--- config.mk ---
export PLATFORM = sky130hd
export DESIGN_NAME = ads131_frame_reader
export DESIGN_NICKNAME = d
export VERILOG_FILES = /design/src/rtl/ads131_pkg.sv /design/src/rtl/spi_sclk_gen.sv /design/src/rtl/ads131_frame_reader.sv
export SDC_FILE = /design/constraint.sdc
export NUM_CORES = 1
export LEC_CHECK = 0
export ABC_CLOCK_PERIOD_IN_PS = 3400
export CAP_MARGIN = 20
export CELL_PAD_IN_SITES_DETAIL_PLACEMENT = 1
export CELL_PAD_IN_SITES_GLOBAL_PLACEMENT = 2
export CORE_ASPECT_RATIO = 1.75
export CORE_UTILIZATION = 33
export CTS_CLUSTER_SIZE = 24
export DETAILED_ROUTE_END_ITERATION = 10
export HOLD_SLACK_MARGIN = 0.15
export PLACE_DENSITY_LB_ADDON = 0.1
export SYNTH_ARGS = -nofsm -noshare
export SYNTH_HDL_FRONTEND = slang
export SYNTH_SLANG_ARGS = --single-unit
export TNS_END_PERCENT = 10
--- constraint.sdc ---
create_clock -name system_clock -period 3.4 [get_ports system_clock]
set_input_delay 0.34 -clock system_clock [delete_from_list [all_inputs] [get_ports system_clock]]
set_output_delay 0.34 -clock system_clock [all_outputs]
set_load 0.02 [all_outputs]
--- src/rtl/ads131_pkg.sv ---
// ads131_pkg: shared FSM states, SPI mode and sizing constants for the ADS131A0x frame reader
package ads131_pkg;
  typedef enum logic [1:0] {IDLE, CS_SETUP, SHIFT, CS_HOLD} state_t;
  localparam logic SPI_CPOL = 1'b0;
  localparam logic SPI_CPHA = 1'b1;
  localparam int STATUS_BITS = 16;
  localparam int MAX_CHANNELS = 8;
  localparam int SYNC_DEPTH = 2;
endpackage

--- src/rtl/spi_sclk_gen.sv ---
// spi_sclk_gen: SCLK divider with one-cycle edge strobes, held at idle level while run is low
module spi_sclk_gen
  import ads131_pkg::*;
#(
  parameter int SCLK_DIV = 6
) (
  input  logic clk,
  input  logic rst,
  input  logic run,
  output logic sclk,
  output logic rise_evt,
  output logic fall_evt
);
  localparam int DW = $clog2(SCLK_DIV + 1);
  logic [DW-1:0] div;
  logic tick;
  assign tick = run && div == DW'(SCLK_DIV - 1);
  assign rise_evt = tick && sclk == SPI_CPOL;
  assign fall_evt = tick && sclk != SPI_CPOL;
  always_ff @(posedge clk or posedge rst) begin
    if (rst) begin
      div <= '0;
      sclk <= SPI_CPOL;
    end else begin
      div <= (run && !tick) ? div + 1'b1 : '0;
      sclk <= !run ? SPI_CPOL : tick ? ~sclk : sclk;
    end
  end
endmodule

--- src/rtl/ads131_frame_reader.sv ---
// ads131_frame_reader: DRDY-triggered SPI frame reader (status + channel words) with sample handshake
// Optional trailing CRC word output enabled by ADS131_CRC_WORD_EN
module ads131_frame_reader
  import ads131_pkg::*;
#(
  parameter int NUM_CHANNELS = 4,
  parameter int WORD_BITS = 24,
  parameter int SCLK_DIV = 6
) (
  input  logic                            system_clock,
  input  logic                            reset,
  input  logic                            enable,
  input  logic                            adc_drdy_n,
  input  logic [15:0]                     cmd_word,
  input  logic                            SPI_MISO,
  output logic                            SPI_MOSI,
  output logic                            SPI_CS,
  output logic                            SPI_SCLK,
  output logic [STATUS_BITS-1:0]          status_word,
  output logic                            status_valid,
  output logic [WORD_BITS-1:0]            sample_data,
  output logic [$clog2(MAX_CHANNELS)-1:0] sample_channel,
  output logic                            sample_valid,
  input  logic                            sample_ready,
  output logic                            busy,
  output logic                            overrun
`ifdef ADS131_CRC_WORD_EN
  ,output logic [15:0]                    crc_word,
  output logic                            crc_valid
`endif
);
`ifdef ADS131_CRC_WORD_EN
  localparam int WORDS = NUM_CHANNELS + 2;
`else
  localparam int WORDS = NUM_CHANNELS + 1;
`endif
  localparam int DW = $clog2(SCLK_DIV + 1);
  localparam int BW = $clog2(WORD_BITS);
  localparam int CW = $clog2(MAX_CHANNELS);
  state_t state, next;
  logic [SYNC_DEPTH-1:0] sync;
  logic drdy_q, trig, rise, fall, launch, capture, last_bit, last_word, cnt_end, done, is_crc;
  logic [DW-1:0] cnt;
  logic [BW-1:0] bit_cnt;
  logic [3:0] word_cnt, done_word;
  logic [WORD_BITS-1:0] tx, rx;
  spi_sclk_gen #(.SCLK_DIV(SCLK_DIV)) u_sclk (
    .clk(system_clock), .rst(reset), .run(state == SHIFT),
    .sclk(SPI_SCLK), .rise_evt(rise), .fall_evt(fall)
  );
  assign trig = drdy_q && !sync[SYNC_DEPTH-1];
  assign launch = SPI_CPHA ? rise : fall;
  assign capture = SPI_CPHA ? fall : rise;
  assign last_bit = bit_cnt == BW'(WORD_BITS - 1);
  assign last_word = word_cnt == 4'(WORDS - 1);
  assign cnt_end = cnt == DW'(SCLK_DIV - 1);
`ifdef ADS131_CRC_WORD_EN
  assign is_crc = done_word == 4'(WORDS - 1);
`else
  assign is_crc = 1'b0;
`endif
  always_ff @(posedge system_clock or posedge reset) begin
    if (reset) state <= IDLE;
    else state <= next;
  end
  always_comb begin
    next = state;
    case (state)
      IDLE:     next = (trig && enable) ? CS_SETUP : IDLE;
      CS_SETUP: next = cnt_end ? SHIFT : CS_SETUP;
      SHIFT:    next = (capture && last_bit && last_word) ? CS_HOLD : SHIFT;
      CS_HOLD:  next = cnt_end ? IDLE : CS_HOLD;
      default:  next = IDLE;
    endcase
  end
  always_ff @(posedge system_clock or posedge reset) begin
    if (reset) begin
      sync <= '1;
      drdy_q <= 1'b1;
      SPI_CS <= 1'b1;
      SPI_MOSI <= 1'b0;
      busy <= 1'b0;
      overrun <= 1'b0;
      cnt <= '0;
      bit_cnt <= '0;
      word_cnt <= '0;
      done <= 1'b0;
      done_word <= '0;
      tx <= '0;
      rx <= '0;
      status_word <= '0;
      status_valid <= 1'b0;
      sample_data <= '0;
      sample_channel <= '0;
      sample_valid <= 1'b0;
`ifdef ADS131_CRC_WORD_EN
      crc_word <= '0;
      crc_valid <= 1'b0;
`endif
    end else begin
      sync <= {sync[SYNC_DEPTH-2:0], adc_drdy_n};
      drdy_q <= sync[SYNC_DEPTH-1];
      SPI_CS <= next == IDLE;
      busy <= next != IDLE;
      cnt <= (state == next && (state == CS_SETUP || state == CS_HOLD)) ? cnt + 1'b1 : '0;
      if (trig && busy) overrun <= 1'b1;
      if (state == IDLE && next == CS_SETUP) begin
        tx <= WORD_BITS'(cmd_word) << (WORD_BITS - 16);
        SPI_MOSI <= cmd_word[15];
        bit_cnt <= '0;
        word_cnt <= '0;
      end
      if (launch) SPI_MOSI <= tx[WORD_BITS-1];
      // tx drains to zero after word 0, so later words send zeros
      if (capture) begin
        rx <= {rx[WORD_BITS-2:0], SPI_MISO};
        tx <= tx << 1;
        bit_cnt <= last_bit ? '0 : bit_cnt + 1'b1;
        word_cnt <= last_bit ? word_cnt + 1'b1 : word_cnt;
        if (last_bit) done_word <= word_cnt;
      end
      done <= capture && last_bit;
      status_valid <= done && done_word == 4'd0;
      if (done && done_word == 4'd0) status_word <= rx[WORD_BITS-1 -: STATUS_BITS];
`ifdef ADS131_CRC_WORD_EN
      crc_valid <= done && is_crc;
      if (done && is_crc) crc_word <= rx[WORD_BITS-1 -: 16];
`endif
      if (done && done_word != 4'd0 && !is_crc) begin
        sample_data <= rx;
        sample_channel <= CW'(done_word - 4'd1);
        sample_valid <= 1'b1;
        if (sample_valid && !sample_ready) overrun <= 1'b1;
      end else if (sample_ready) begin
        sample_valid <= 1'b0;
      end
    end
  end
endmodule

==> metrics.txt <==
status completed; Post-synth ARST share 1.00; WL per Instance 15.5 um; CP arrival 2.03 ns; CTS clk-pin slew, worst paths 0.06 ns; Initial DRC Count 85; max-capacitance violation count 0; routed vias 3095; hold buffer count at cts 0; largest net degree at the start of global routing 57; CP required 3.06 ns; startpoint types register; main combinational cell family by area after synthesis multiplexers; number of synthesized flops with an enable pin 0; clock skew 0.00974 ns; worst hold path type input pin to register; initial antenna violation count 0; Lkg Pwr 0.00293 uW; final wirelength 9820 um; Final Non-Filler Cells 633; cts bufs inserted 17; IO Port Bufs 71; Syn. warnings 0; fillers 1494; Int Power 2360 uW; Worst slew margin 0.374; drt drc 0; Primary FF master, synth dfrtp_1; Layout Utilization 0.444; Sw Share 0.226; CTS Buffer Depth 2; pre-CTS WS 1.25 ns; clock sinks 115; worst vdd ir 0.311 mV; vias per inst 4.89; netlist area before placement 4760 um^2; Seq. cell area 2880 um^2; Synth Area in Compound Gates 0.0612; net switching power 687 uW; dpl hpwl 6600 um; crit-path leading delay family buffers and inverters; Adder-Cell Fraction of Synth Area 0.0210; antenna diode count 0; CP max FO 16; crit path cell chain buf_4, clkdlybuf4s50_1; cell count after synthesis 363; Resized cells post-CTS 0; Flop pwr share 0.453; Synth Net Count 393; min cycle time layout 2.37 ns; worst setup margin 1.03 ns; FF+latch count, synth 115; slowest stage delay, CP 0.66 ns; endpoints failing setup 0; grt total ovfl 0; Clk Latency, worst-skew pair 0.41 ns; Post-CTS Repair Setup Buffers 0; Yosys top cell area share 0.583; Final Max Tran Viols 0; Synth area leaders dfrtp_1 (58%), mux2_2 (16%), inv_1 (3.7%), o221ai_1 (2.9%), dfstp_2 (2.2%); clock network power share 0.526; setup TNS 0 ns; slowest CP cell dfrtp_1; post-synthesis sequential area ratio 0.605; Crit path buffers/inverters 2; Worst Tran Pin Value 0.936 ns; Setup crit end kind output port; area leader, netlist dfrtp_1; CTS tree done; share of cells above drive strength 1 0.250; most frequently used cell type in the post-synthesis netlist dfrtp_1; flop2flop setup slack 1.31 ns; DIE AREA 14900 um^2; Power, Total 3040 uW; vias in the first global route 3512; unrepaired setup endpoints after global routing no; All-Layer GR Usage 0.150; critical path type register to output port; Syn-to-layout area delta 30.2%; multiplexer area fraction after synthesis 0.173; num ports 72; Synth Area in Simple Gates 0.0778; Rows 57; Final ANT Viol Nets 0; Die X 92.8 um; gp weighted congestion 0.692; nets@finish 473; XOR/XNOR share of the synthesized area 0.00552; Syn Area/Cell 13.1 um^2; area of the multi-input gates 1620 um^2; Cell variety after synth 39; Post-synth top cells dfrtp_1 (111), mux2_2 (67), inv_1 (47), nand3_1 (21), o221ai_1 (16); crit share post-route 0.696; drt pass-1 iters 6; dpl cells 601; CTS root buffer clkbuf_16; proportion of power drawn by combinational gates 0.021; Hold Vio Cnt, Final 0; first-pass GRT wire length 17500 um; Power Dens Cells 491 nW/um^2; Fmax 423 MHz; Initial Util 0.341; Die H 161 um; number of H-tree levels 4; core area 14000 um^2
==> state kept, by name, summed over array words and instances (netlist names), 4 cells and up <==
name / cells
rx: 24
tx: 16
status_word: 16
done_word: 4
bit_cnt: 5
word_cnt: 4
sample_data: 24
==> cells in the final DEF (no fill, tap or decap), drive strengths merged, types with 3 or more instances in the layout <==
master,Yosys,layout
o221ai,16,16
a31oi,3,3
mux2,67,67
clkdlybuf4s50,0,71
clkinvlp,0,5
nand2,8,8
and4b,4,4
nor2,10,10
dfstp,4,4
inv,47,50
nand4,7,7
o211ai,3,3
clkinv,0,6
buf,11,4
o21ai,8,8
clkbuf,3,18
mux2i,7,7
ha,8,8
nand3,22,22
dfrtp,111,111
nand2b,5,5
o22ai,3,3
==> kinds of logic after synthesis <==
logic type,Yosys count
DFF,115
muxes,74
and+or+nand+nor,64
buffers and inverters,61
AOI/OAI and AO/OA,38
adders and majority gates,8
xor gates and xnor gates,3
==> worst paths after layout <==
| kind | from | endpoint | depth (start not counted) |
|---|---|---|---|
| worst min register to register | sync[0] | sync[1] | 0 |
| worst max-delay path | u_sclk.sclk | SPI_SCLK | 2 |
| worst min-delay path | adc_drdy_n | sync[0] | 1 |
| min in group asynchronous | reset | status_word[15] | 2 |
| max in group asynchronous | reset | sample_data[5] | 3 |
| worst max register to register | done_word[0] | status_word[10] | 5 |
==> power groups by stage <==
stage | clock network, uW | registers, uW | logic (uW)
after floorplan | 0 | 1400 | 27.2
after CTS | 1660 | 1380 | 67.2
after detailed placement | 0 | 1400 | 67.2
after global routing | 1720 | 1380 | 74.0
final | 1600 | 1380 | 63.4
after global placement | 0 | 1400 | 65.7
==> stage by stage <==
stage | area [um^2] | hold slack, ns
after global placement | 5660 | 0.346
after CTS | 6200 | 0.321
final | 6200 | 0.341
after floorplan | 4760 | 0.344
after detailed placement | 5660 | 0.347
after global routing | 6200 | 0.333
==> area by class of cell <==
class	count	area share
inverters	47	0.0289
clock buffers	18	0.0708
repair buffers	75	0.121
well taps	177	0.0357
multi-input cells	187	0.261
flip-flops and latches	115	0.465
clock inverters	14	0.0169
==> metal layers <==
layer,vias to the layer above,GRT usage,routed length [um]
met4,0,0.0566,116
li1,1431,-,-
met5,-,0,0
met2,60,0.264,5460
met3,10,0.0417,344
met1,1594,0.171,3900
Note: power is estimated with default switching activity, not from simulation.
